File: src/rtl/uart_prog_loader.sv
// uart_prog_loader: pops a 'L' + 16-bit count + little-endian word stream from the
// UART RX FIFO, writes the words to consecutive imem addresses, then ACKs/NAKs via TX.
module uart_prog_loader #(
  parameter int                DATA_W   = 8,
  parameter int                INSTR_W  = 32,
  parameter int                ADDR_W   = 8,
  parameter logic [DATA_W-1:0] CMD_LOAD = 8'h4C,
  parameter logic [DATA_W-1:0] ACK_BYTE = 8'h06,
  parameter logic [DATA_W-1:0] NAK_BYTE = 8'h15
) (
  input  logic               i_clk,
  input  logic               i_reset,
  input  logic [DATA_W-1:0]  i_rx_data,
  input  logic               i_rx_empty,
  output logic               o_rx_rd,
  input  logic               i_tx_full,
  output logic               o_tx_wr,
  output logic [DATA_W-1:0]  o_tx_data,
  output logic               o_imem_we,
  output logic [ADDR_W-1:0]  o_imem_addr,
  output logic [INSTR_W-1:0] o_imem_wdata,
  output logic               o_busy,
  output logic               o_load_done
);
  typedef enum logic [3:0] {
    S_IDLE, S_CNT_LO, S_CNT_HI, S_CHECK, S_DATA, S_WRITE, S_ACK, S_NAK, S_DONE
  } state_t;
  localparam logic [16:0] CAP = 17'(1) << ADDR_W;
  state_t                    r_state, w_next;
  logic [15:0]               r_cnt;
  logic [ADDR_W:0]           r_idx;
  logic [1:0]                r_byte;
  logic [INSTR_W-DATA_W-1:0] r_sh;
  logic [INSTR_W-1:0]        r_wdata;
  logic [ADDR_W-1:0]         r_addr;
  logic                      w_pop, w_tx_wr, w_last;
  logic [ADDR_W:0]           w_idx_nx;
  assign w_pop = (r_state == S_IDLE || r_state == S_CNT_LO || r_state == S_CNT_HI ||
                  r_state == S_DATA) && !i_rx_empty;
  assign w_tx_wr  = (r_state == S_ACK || r_state == S_NAK) && !i_tx_full;
  assign w_idx_nx = r_idx + (ADDR_W+1)'(1);
  assign w_last   = 16'(w_idx_nx) == r_cnt;
  always_comb begin
    w_next = r_state;
    case (r_state)
      S_IDLE:   w_next = (w_pop && i_rx_data == CMD_LOAD) ? S_CNT_LO : S_IDLE;
      S_CNT_LO: w_next = w_pop ? S_CNT_HI : S_CNT_LO;
      S_CNT_HI: w_next = w_pop ? S_CHECK : S_CNT_HI;
      S_CHECK:  w_next = (r_cnt == 16'd0) ? S_ACK : ({1'b0, r_cnt} > CAP) ? S_NAK : S_DATA;
      S_DATA:   w_next = (w_pop && r_byte == 2'd3) ? S_WRITE : S_DATA;
      S_WRITE:  w_next = w_last ? S_ACK : S_DATA;
      S_ACK:    w_next = i_tx_full ? S_ACK : S_DONE;
      S_NAK:    w_next = i_tx_full ? S_NAK : S_IDLE;
      S_DONE:   w_next = S_IDLE;
      default:  w_next = S_IDLE;
    endcase
  end
  // The finished word and its address are latched with the 4th byte so they stay stable after WRITE.
  always_ff @(posedge i_clk or posedge i_reset) begin
    if (i_reset) begin
      r_state <= S_IDLE;
      r_cnt   <= '0;
      r_idx   <= '0;
      r_byte  <= '0;
      r_sh    <= '0;
      r_wdata <= '0;
      r_addr  <= '0;
    end else begin
      r_state <= w_next;
      if (r_state == S_CNT_LO && w_pop) r_cnt[7:0] <= i_rx_data;
      if (r_state == S_CNT_HI && w_pop) r_cnt[15:8] <= i_rx_data;
      if (r_state == S_CHECK) begin
        r_idx  <= '0;
        r_byte <= '0;
      end
      if (r_state == S_DATA && w_pop) begin
        r_sh   <= {i_rx_data, r_sh[INSTR_W-DATA_W-1:DATA_W]};
        r_byte <= r_byte + 2'd1;
        if (r_byte == 2'd3) begin
          r_wdata <= {i_rx_data, r_sh};
          r_addr  <= r_idx[ADDR_W-1:0];
        end
      end
      if (r_state == S_WRITE) r_idx <= w_idx_nx;
    end
  end
  assign o_rx_rd      = w_pop;
  assign o_tx_wr      = w_tx_wr;
  assign o_tx_data    = !w_tx_wr ? '0 : (r_state == S_NAK) ? NAK_BYTE : ACK_BYTE;
  assign o_imem_we    = r_state == S_WRITE;
  assign o_imem_addr  = r_addr;
  assign o_imem_wdata = r_wdata;
  assign o_busy       = r_state != S_IDLE;
  assign o_load_done  = r_state == S_DONE;
endmodule

File: config.mk
export PLATFORM = sky130hd
export DESIGN_NAME = uart_prog_loader
export DESIGN_NICKNAME = d
export VERILOG_FILES = /design/src/rtl/uart_prog_loader.sv
export SDC_FILE = /design/constraint.sdc
export NUM_CORES = 1
export LEC_CHECK = 0
export BUFFER_PORTS_ARGS = -buffer_cell sky130_fd_sc_hd__buf_2
export CAP_MARGIN = 0
export CORE_MARGIN = 2
export CORE_UTILIZATION = 30
export CTS_CLUSTER_SIZE = 28
export DETAILED_ROUTE_END_ITERATION = 10
export PLACE_DENSITY = 0.59
export SLEW_MARGIN = 20
export SYNTH_ARGS = -nofsm -noshare
export SYNTH_HDL_FRONTEND = slang
export SYNTH_SLANG_ARGS = --single-unit
File: constraint.sdc
create_clock -name i_clk -period 6.9 [get_ports i_clk]
set_input_delay 0.345 -clock i_clk [delete_from_list [all_inputs] [get_ports i_clk]]
set_output_delay 0.345 -clock i_clk [all_outputs]
set_load 0.02 [all_outputs]
==> results.py, run 1 <==
metrics = {
    "setup_path": {
        "critPathLaunch": "r_state[1]",
        "reg2reg_slack_ns": 4.42,
        "crit_fanout": 15,
        "critPathMaxStageDelay_ns": 0.71,
        "worst_ep_required_time_ns": 6.55,
        "worstPathCellList": "nand4bb_1, inv_1, buf_2",
        "worst_path_max_delay_cell": "nand4bb_1",
        "r2r-end": "r_idx[5]",
        "cp-end-kind": "primary output",
        "critPathKind": "flop to primary output",
        "critPathArrivalTime_ns": 2.22,
        "rr_worst_depth": 5,
        "r2r_start": "r_state[1]",
        "startpoint_type": "flop",
        "crit_family": "simple AND/OR/NAND/NOR gates",
        "cp.buffers_inverters": 2,
    },
    "outcome": {
        "status": "completed",
    },
    "floorplanning": {
        "ios": 65,
        "initial_utilization": 0.304,
        "die_h_um": 122,
        "die_width_um": 122,
        "row_count": 43,
        "design.core.area_um2": 13700,
        "die_area_um2": 14900,
    },
    "yosys": {
        "synth_edf_count": 0,
        "avgSynthCellArea_um2": 13.0,
        "ys_ff_latch": 95,
        "ys.flop_type": "dfrtp_1",
        "seq_area_frac_synth": 0.570,
        "yosysWarnings": 0,
        "synthArstFlopShare": 1.00,
        "ys_types": 46,
        "syn-cell-area_um2": 4170,
        "syn_inst": 320,
    },
    "pwr": {
        "p_leak_nw": 2.41,
        "power.density_nw_per_um2": 387,
        "vdd_drop_max_mv": 0.140,
        "finalPower_mw": 1.90,
    },
    "drt": {
        "viasPerCell": 4.75,
        "dr.pass1.iters": 4,
        "first_iter_violations": 160,
        "drc": 0,
        "wl_um": 8300,
        "num_vias": 2664,
        "postRouteAntennaNets": 0,
        "routedWlPerCell_um": 14.8,
    },
    "layout": {
        "final_common_cell": "dfrtp_1",
        "nets": 391,
        "layout-drive-gt1-share": 0.428,
        "layout_common_cells": "95 x dfrtp_1, 79 x mux2_2, 60 x buf_2, 15 x nor2_1, 15 x o21ai_0",
        "diodes": 0,
        "area_growth_pct": 17.8,
    },
    "place": {
        "place.gp.congestion": 0.814,
        "dp_hpwl_um": 5760,
        "place_ws_ns": 4.38,
        "port_buffers": 60,
    },
    "sta": {
        "min_period_ns": 2.56,
        "finalHoldViolations": 0,
        "fin_skew_ns": 0.0101,
        "fin_crit_sh": 0.371,
        "slew_viol_final": 0,
        "max_freq_mhz": 390,
        "slew_headroom": 0.417,
        "setup_violations": 0,
        "fin_ws_ns": 4.34,
        "worst_pin_slew_ns": 0.872,
        "tns_ns": 0,
        "rsz0062_at_grt": "false",
    },
    "hold_path": {
        "hp-class": "input pin to asynchronous set/reset pin",
    },
    "clocking": {
        "cts.repair.resized": 0,
        "cts_max_level": 3,
        "clkLatencyLatePin_ns": 0.34,
        "post_cts_buffers": 0,
        "cts_buffer_depth": 2,
        "clkTransAtPathRegs_ns": 0.06,
        "cts_buffers": 9,
        "clkSinkCount": 95,
        "cts_tree": "built",
        "root_buffer": "clkbuf_16",
        "holdBufCountCts": 0,
    },
    "grt": {
        "grt_pass1_wl_um": 13700,
        "grt_max_degree": 50,
        "grt.total_usage": 0.119,
        "grt_pass1_vias": 2584,
        "grt_overflow": 0,
        "antenna_found_initial": 0,
    },
    "run": {
        "cap_viol_max_count": 0,
    },
}
[layout make-up]
| type | count | area, µm² |
|---|---|---|
| sequential | 95 | 2380 |
| clock inverter | 5 | 57.6 |
| fill | 1365 | 8810 |
| multi-input combinational | 203 | 1680 |
| timing repair buffer | 63 | 323 |
| inverter | 5 | 21.3 |
| tap | 180 | 225 |
| clock buffer | 10 | 229 |
[where the power goes]
part / leakage (nW) / switching, mW / internal (mW)
Clock: 0.143 / 0.201 / 0.279
Sequential: 1.25 / 0.147 / 0.744
Combinational: 1.02 / 0.258 / 0.269
[worst reg2reg max path, stage by stage (launching register included)]
cell,delay (ns)
dfrtp_1,0.59
nand4bb_1,0.59
inv_1,0.28
a31oi_1,0.63
o21ai_0,0.20
o31ai_1,0.10
[Yosys cell counts (2+ instances only)]
cell,number,area share
dfrtp_1,95,0.57
nor4b_1,3,0.0063
nand2b_1,3,0.0045
nand3_1,12,0.014
inv_1,5,0.0045
mux2_2,79,0.21
a21oi_1,5,0.0060
nor3b_1,2,0.0036
xor2_1,5,0.011
nand4_1,2,0.0030
o21ai_0,15,0.018
nor3_1,3,0.0036
and2_1,3,0.0045
ha_1,2,0.0060
and3b_1,2,0.0042
nand2_1,9,0.0081
o31ai_1,3,0.0054
nor4_1,3,0.0045
or3_1,2,0.0030
nand3b_1,2,0.0036
xnor2_1,6,0.013
a211oi_1,2,0.0036
clkbuf_1,10,0.0090
nor2_1,15,0.014
nor2b_1,3,0.0045
buf_2,3,0.0036
buf_4,7,0.013
[metrics by stage]
stage	hold slack, ns	cells	utilization	area, µm²
after floorplan	0.464	323	-	4180
after global placement	0.458	546	0.337	4630
after detailed placement	0.465	546	0.337	4630
after CTS	0.0958	561	0.358	4910
after global routing	0.123	561	0.358	4910
final	0.0764	561	0.358	4910
[how the worst max path moves through the flow]
stage / end / slack [ns] / cells after the start
after CTS: o_imem_we / 4.35 / 3
after floorplan: o_imem_addr[0] / 4.08 / 1
after global placement: r_idx[7] / 4.49 / 5
after detailed placement: o_imem_wdata[19] / 4.38 / 4
after global routing: o_imem_wdata[30] / 4.17 / 4
final: o_imem_we / 4.34 / 3
[sequential cells by signal (all words and copies together) (netlist names)]
| signal | cells |
|---|---|
| o_imem_wdata | 32 |
| r_sh | 24 |
| r_cnt | 16 |
| r_idx | 9 |
| o_imem_addr | 8 |
| r_state | 4 |
| r_byte | 2 |
[layer usage]
layer  global-route usage  vias up  share of wire
li1                     -     1257              -
met1                0.159     1348           0.46
met2                0.188       49           0.49
met3               0.0267       10          0.036
met4               0.0474        0          0.014
met5                    0        -              0
[cell families after synthesis]
logic type	after synthesis	share of synthesized area
flops	95	0.570
simple gates	72	0.102
compound gates	35	0.0552
other cells	1	0.000899
mux	79	0.213
xor+xnor	11	0.0231
fa+ha+maj	2	0.00600
buf+inv	25	0.0297
(Power assumes the default switching activity.)
==> run 2, diff against run 1 <==
- clock period: 6.9 -> 2.6 ns (I/O delays scaled with it)
==> run 2 against run 1 <==
- sequential power grew to 2.7 times the previous value
- sequential share of layout area shrank 0.45 points
- global-route usage grew 0.067 points
- core utilization grew 0.34 points
- via count shrank 0.45%
- first-iteration DRC count shrank 7.5%
- clock skew shrank 0.00056 ns
- clock power grew to 2.6 times the previous value
- critical path type is now flop to flop
- highest routed layer unchanged
==> results.py, run 2 (synthesized netlist as in run 1, its figures left out) <==
metrics = {
    "outcome": {
        "status": "completed",
    },
    "layout": {
        "area_growth_pct": 18.9,
        "post-route-util": 0.362,
        "layout_common_cells": "95 x dfrtp_1, 79 x mux2_2, 60 x buf_2, 15 x nor2_1, 15 x o21ai_0",
        "nets": 397,
        "diodes": 0,
        "largest_reg_flops": 32,
        "final_common_cell": "dfrtp_1",
        "layout-drive-gt1-share": 0.436,
    },
    "pwr": {
        "switchingPower_mw": 1.64,
        "sw_frac_of_total": 0.327,
        "pwr-share-clk": 0.247,
        "combPwrFrac": 0.282,
        "power.density_nw_per_um2": 1010,
        "pwr-share-seq": 0.472,
        "vdd_drop_max_mv": 0.335,
        "p_int_mw": 3.38,
        "p_leak_nw": 2.43,
        "finalPower_mw": 5.02,
    },
    "grt": {
        "grt_max_degree": 44,
        "antenna_found_initial": 0,
        "grt_pass1_wl_um": 13600,
        "grt.total_usage": 0.120,
        "grt_pass1_vias": 2607,
        "grt_overflow": 0,
    },
    "setup_path": {
        "worst_ep_required_time_ns": 2.84,
        "critPathArrivalTime_ns": 2.40,
        "rr_worst_depth": 6,
        "startpoint_type": "flop",
        "worst_path_max_delay_cell": "dfrtp_1",
        "cp-end-kind": "flop",
        "worstPathCellList": "ha_1, and3_1, or3_1, a211oi_1, nor4_1, o41ai_2",
        "r2r-end": "r_state[1]",
        "crit_fanout": 8,
        "r2r_start": "r_idx[0]",
        "critPathMaxStageDelay_ns": 0.46,
        "critPathKind": "flop to flop",
        "reg2reg_slack_ns": 0.45,
    },
    "sta": {
        "slew_viol_final": 0,
        "worst_pin_slew_ns": 0.910,
        "fin_crit_sh": 0.829,
        "setup_violations": 0,
        "min_period_ns": 2.15,
        "tns_ns": 0,
        "hold_ws_ns": 0.111,
        "slew_headroom": 0.392,
        "finalHoldViolations": 0,
        "fin_skew_ns": 0.00956,
        "max_freq_mhz": 464,
        "rsz0062_at_grt": "false",
    },
    "clocking": {
        "root_buffer": "clkbuf_16",
        "clkLatencyLatePin_ns": 0.34,
        "cts_buffer_depth": 2,
        "clkSinkCount": 95,
        "cts_max_level": 3,
        "clkTransAtPathRegs_ns": 0.07,
        "cts_tree": "built",
        "cts.repair.resized": 0,
        "cts_buffers": 9,
        "post_cts_buffers": 0,
    },
    "floorplanning": {
        "initial_utilization": 0.304,
        "ios": 65,
        "row_count": 43,
        "die_h_um": 122,
        "die_area_um2": 14900,
        "die_width_um": 122,
        "design.core.area_um2": 13700,
    },
    "drt": {
        "wl_met2_um": 4050,
        "first_iter_violations": 148,
        "num_vias": 2652,
        "drc": 0,
        "wl_met1_um": 3820,
        "viasPerCell": 4.67,
        "wl_um": 8410,
        "dr.pass1.iters": 4,
        "routedWlPerCell_um": 14.8,
        "wl_met3_um": 372,
        "postRouteAntennaNets": 0,
        "highest_layer": "met4",
    },
    "run": {
        "cap_viol_max_count": 0,
    },
    "place": {
        "port_buffers": 60,
        "place.gp.congestion": 0.791,
        "dp_hpwl_um": 5960,
    },
    "hold_path": {
        "hold_end": "o_imem_wdata[28]",
        "min_delay_path_depth": 2,
        "min_from": "i_rx_data[4]",
        "hp-class": "input pin to flop",
    },
}
## run 2: cell count changes in the layout (fill, tap and decap cells not counted), sizes merged
cell and change:
dlygate4sd3 +1, bufinv -1, buf +5, clkinvlp +2, inv -1, clkbuf +1
## run 2: power groups by stage
stage	clock network, mW	registers [mW]	logic (mW)
3_3_place_gp	0	2.38	1.39
2_1_floorplan	0	2.44	0.945
6_report	1.24	2.37	1.41
4_1_cts	1.28	2.38	1.44
3_5_place_dp	0	2.41	1.43
5_1_grt	1.35	2.45	1.54
## run 2: repair_timing
action | 4_1_cts | 5_1_grt
endpoints found under the setup margin | 0 | 0
endpoints found under the hold margin | 37 | 0
hold buffers | 1 | 0
## run 2: worst max path at each step
stage / end / slack (ns) / from / depth (start not counted)
2_1_floorplan: o_tx_data[4] / 0.58 / r_state[2] / 4
3_3_place_gp: r_state[1] / 0.55 / r_idx[0] / 6
3_5_place_dp: r_state[1] / 0.46 / r_idx[0] / 6
4_1_cts: r_state[1] / 0.45 / r_idx[0] / 6
5_1_grt: r_state[1] / 0.36 / r_idx[0] / 6
6_report: r_state[1] / 0.45 / r_idx[0] / 6
## run 2: metal layers
metal | vias up | GRT usage
met5 | - | 0
met4 | 0 | 0.0546
met3 | 10 | 0.0267
met2 | 50 | 0.192
met1 | 1327 | 0.154
li1 | 1265 | -
## run 2: critical path: cells and delay by family, from the launching register on
kind,cells,cell delay (ns)
and+or+nand+nor,3,0.70
adders and majority gates,1,0.29
AOI/OAI and AO/OA,2,0.62
DFF,1,0.46
## run 2: final cells by class
class	count	area (µm²)
clock buffers	11	243
clock inverters	5	41.3
fillers	1333	8760
inverters	5	22.5
multi-input cells	203	1680
flip-flops and latches	95	2380
well taps	180	225
repair buffers	69	370
## run 2: per-stage QoR
step                area (µm²)  cells  worst slack [ns]
floorplan                 4190    323             0.578
global placement          4670    551             0.548
detailed placement        4670    551             0.459
CTS                       4960    568             0.454
global route              4960    568             0.362
finish                    4960    568             0.445
==> run 3, diff against run 2 <==
- clock period: 2.6 -> 2.2 ns (I/O delays scaled with it)
==> run 3 against run 2 <==
- critical path depth unchanged
- critical path type unchanged
- largest power group unchanged
- non-clock buffer count increased by 5
- routed wire length decreased by 0.99%
- hold slack got worse by 0.039 ns
- via count increased by 1.5%
- fmax increased by 6.8%
- first-iteration DRC count decreased by 20%
==> results.py, run 3 (synthesized netlist as in run 1, its figures left out) <==
metrics = {
    "place": {
        "dp_hpwl_um": 5950,
        "place_ws_ns": 0.181,
        "place.gp.congestion": 0.798,
        "port_buffers": 60,
    },
    "setup_path": {
        "worstPathCellList": "ha_1, and3_1, or3_1, a211oi_1, nor4_1, o41ai_2",
        "critPathArrivalTime_ns": 2.27,
        "cp-end-kind": "flop",
        "cp.buffers_inverters": 0,
        "crit_family": "simple AND/OR/NAND/NOR gates",
        "critPathKind": "flop to flop",
        "worst_ep_required_time_ns": 2.45,
        "worst_path_max_delay_cell": "dfrtp_1",
        "startpoint_type": "flop",
        "crit_fanout": 6,
        "critPathMaxStageDelay_ns": 0.42,
    },
    "clocking": {
        "clkSinkCount": 95,
        "clkLatencyLatePin_ns": 0.35,
        "cts_buffers": 9,
        "cts_tree": "built",
        "post_cts_buffers": 0,
        "holdBufCountCts": 1,
        "cts.repair.resized": 0,
        "cts_buffer_depth": 2,
        "cts_max_level": 3,
        "clkTransAtPathRegs_ns": 0.07,
        "root_buffer": "clkbuf_16",
    },
    "layout": {
        "largest_reg_flops": 32,
        "layout-drive-gt1-share": 0.445,
        "layout_common_cells": "95 x dfrtp_1, 79 x mux2_2, 60 x buf_2, 15 x nor2_1, 15 x o21ai_0",
        "area_growth_pct": 21.0,
        "nets": 402,
        "multiInputGateArea_um2": 1680,
        "seqCellArea_um2": 2380,
        "final_common_cell": "dfrtp_1",
        "fill_cells": 1350,
        "diodes": 0,
    },
    "drt": {
        "num_vias": 2692,
        "dr.pass1.iters": 4,
        "postRouteAntennaNets": 0,
        "first_iter_violations": 119,
        "routedWlPerCell_um": 14.5,
        "viasPerCell": 4.70,
        "drc": 0,
        "wl_um": 8330,
    },
    "hold_path": {
        "hp-class": "input pin to flop",
    },
    "sta": {
        "tns_ns": 0,
        "min_period_ns": 2.02,
        "finalHoldViolations": 0,
        "worst_pin_slew_ns": 0.574,
        "max_freq_mhz": 495,
        "slew_headroom": 0.617,
        "setup_violations": 0,
        "rsz0062_at_grt": "false",
        "hold_ws_ns": 0.0719,
        "slew_viol_final": 0,
        "fin_crit_sh": 0.917,
        "fin_skew_ns": 0.00643,
        "fin_ws_ns": 0.182,
    },
    "grt": {
        "grt_overflow": 0,
        "grt_max_degree": 37,
        "grt_pass1_vias": 2727,
        "grt_pass1_wl_um": 13800,
        "antenna_found_initial": 0,
        "grt.total_usage": 0.119,
    },
    "floorplanning": {
        "die_width_um": 122,
        "die_h_um": 122,
        "design.core.area_um2": 13700,
        "die_area_um2": 14900,
        "initial_utilization": 0.304,
        "ios": 65,
        "row_count": 43,
    },
    "pwr": {
        "p_leak_nw": 2.48,
        "power.density_nw_per_um2": 1200,
        "vdd_drop_max_mv": 0.551,
    },
    "run": {
        "cap_viol_max_count": 0,
    },
    "outcome": {
        "status": "completed",
    },
}
## run 3: cell count changes in the layout (fill, tap and decap cells not counted), sizes merged
cell | previous run | this run
clkbuf | 11 | 10
buf | 68 | 73
clkinvlp | 2 | 1
clkinv | 3 | 2
inv | 5 | 8
## run 3: worst register-to-register path: stages, from the launching register on
cell and delay [ns]:
dfrtp_1 0.42, ha_1 0.26, and3_1 0.23, or3_1 0.35, a211oi_1 0.24, nor4_1 0.09
o41ai_2 0.32
## run 3: path summary, 6_finish.rpt
check / from / to / slack (ns) / cells after the start
max: r_idx[1] / r_state[1] / 0.18 / 6
min: i_rx_data[7] / r_cnt[7] / 0.07 / 2
max reg2reg: r_idx[1] / r_state[1] / 0.18 / 6
min reg2reg: o_imem_addr[7] / o_imem_addr[7] / 0.48 / 2
max in group asynchronous: i_reset / r_idx[2] / 1.27 / 4
min in group asynchronous: i_reset / r_sh[8] / 0.37 / 3
## run 3: final cells by class
| type | instances | share of cell area |
|---|---|---|
| Sequential cell | 95 | 0.471 |
| Multi-Input combinational cell | 203 | 0.333 |
| Timing Repair Buffer | 74 | 0.0882 |
| Clock buffer | 10 | 0.0473 |
| Tap cell | 180 | 0.0446 |
| Clock inverter | 6 | 0.0114 |
| Inverter | 5 | 0.00446 |
## run 3: power breakdown
| part | switching (mW) | total (mW) | leakage [nW] | internal (mW) |
|---|---|---|---|---|
| combinational | 0.888 | 1.78 | 1.09 | 0.897 |
| clock | 0.699 | 1.52 | 0.147 | 0.825 |
| sequential | 0.409 | 2.74 | 1.25 | 2.33 |
| total | 2.00 | 6.05 | 2.48 | 4.06 |
## run 3: per-stage QoR
stage                     utilization  power [mW]  std cells  instance area (µm²)
after floorplan                     -        4.00        323                 4190
after global placement          0.346        4.51        556                 4740
after detailed placement        0.346        4.60        556                 4740
after CTS                       0.368        6.14        573                 5050
after global routing            0.368        6.44        573                 5050
final                           0.368        6.05        573                 5050
## run 3: routing by layer
layer	vias to the layer above	GRT usage	part of all wire
li1	1282	-	-
met1	1347	0.146	0.45
met2	47	0.198	0.49
met3	16	0.0262	0.040
met4	0	0.0546	0.022
met5	-	0	0
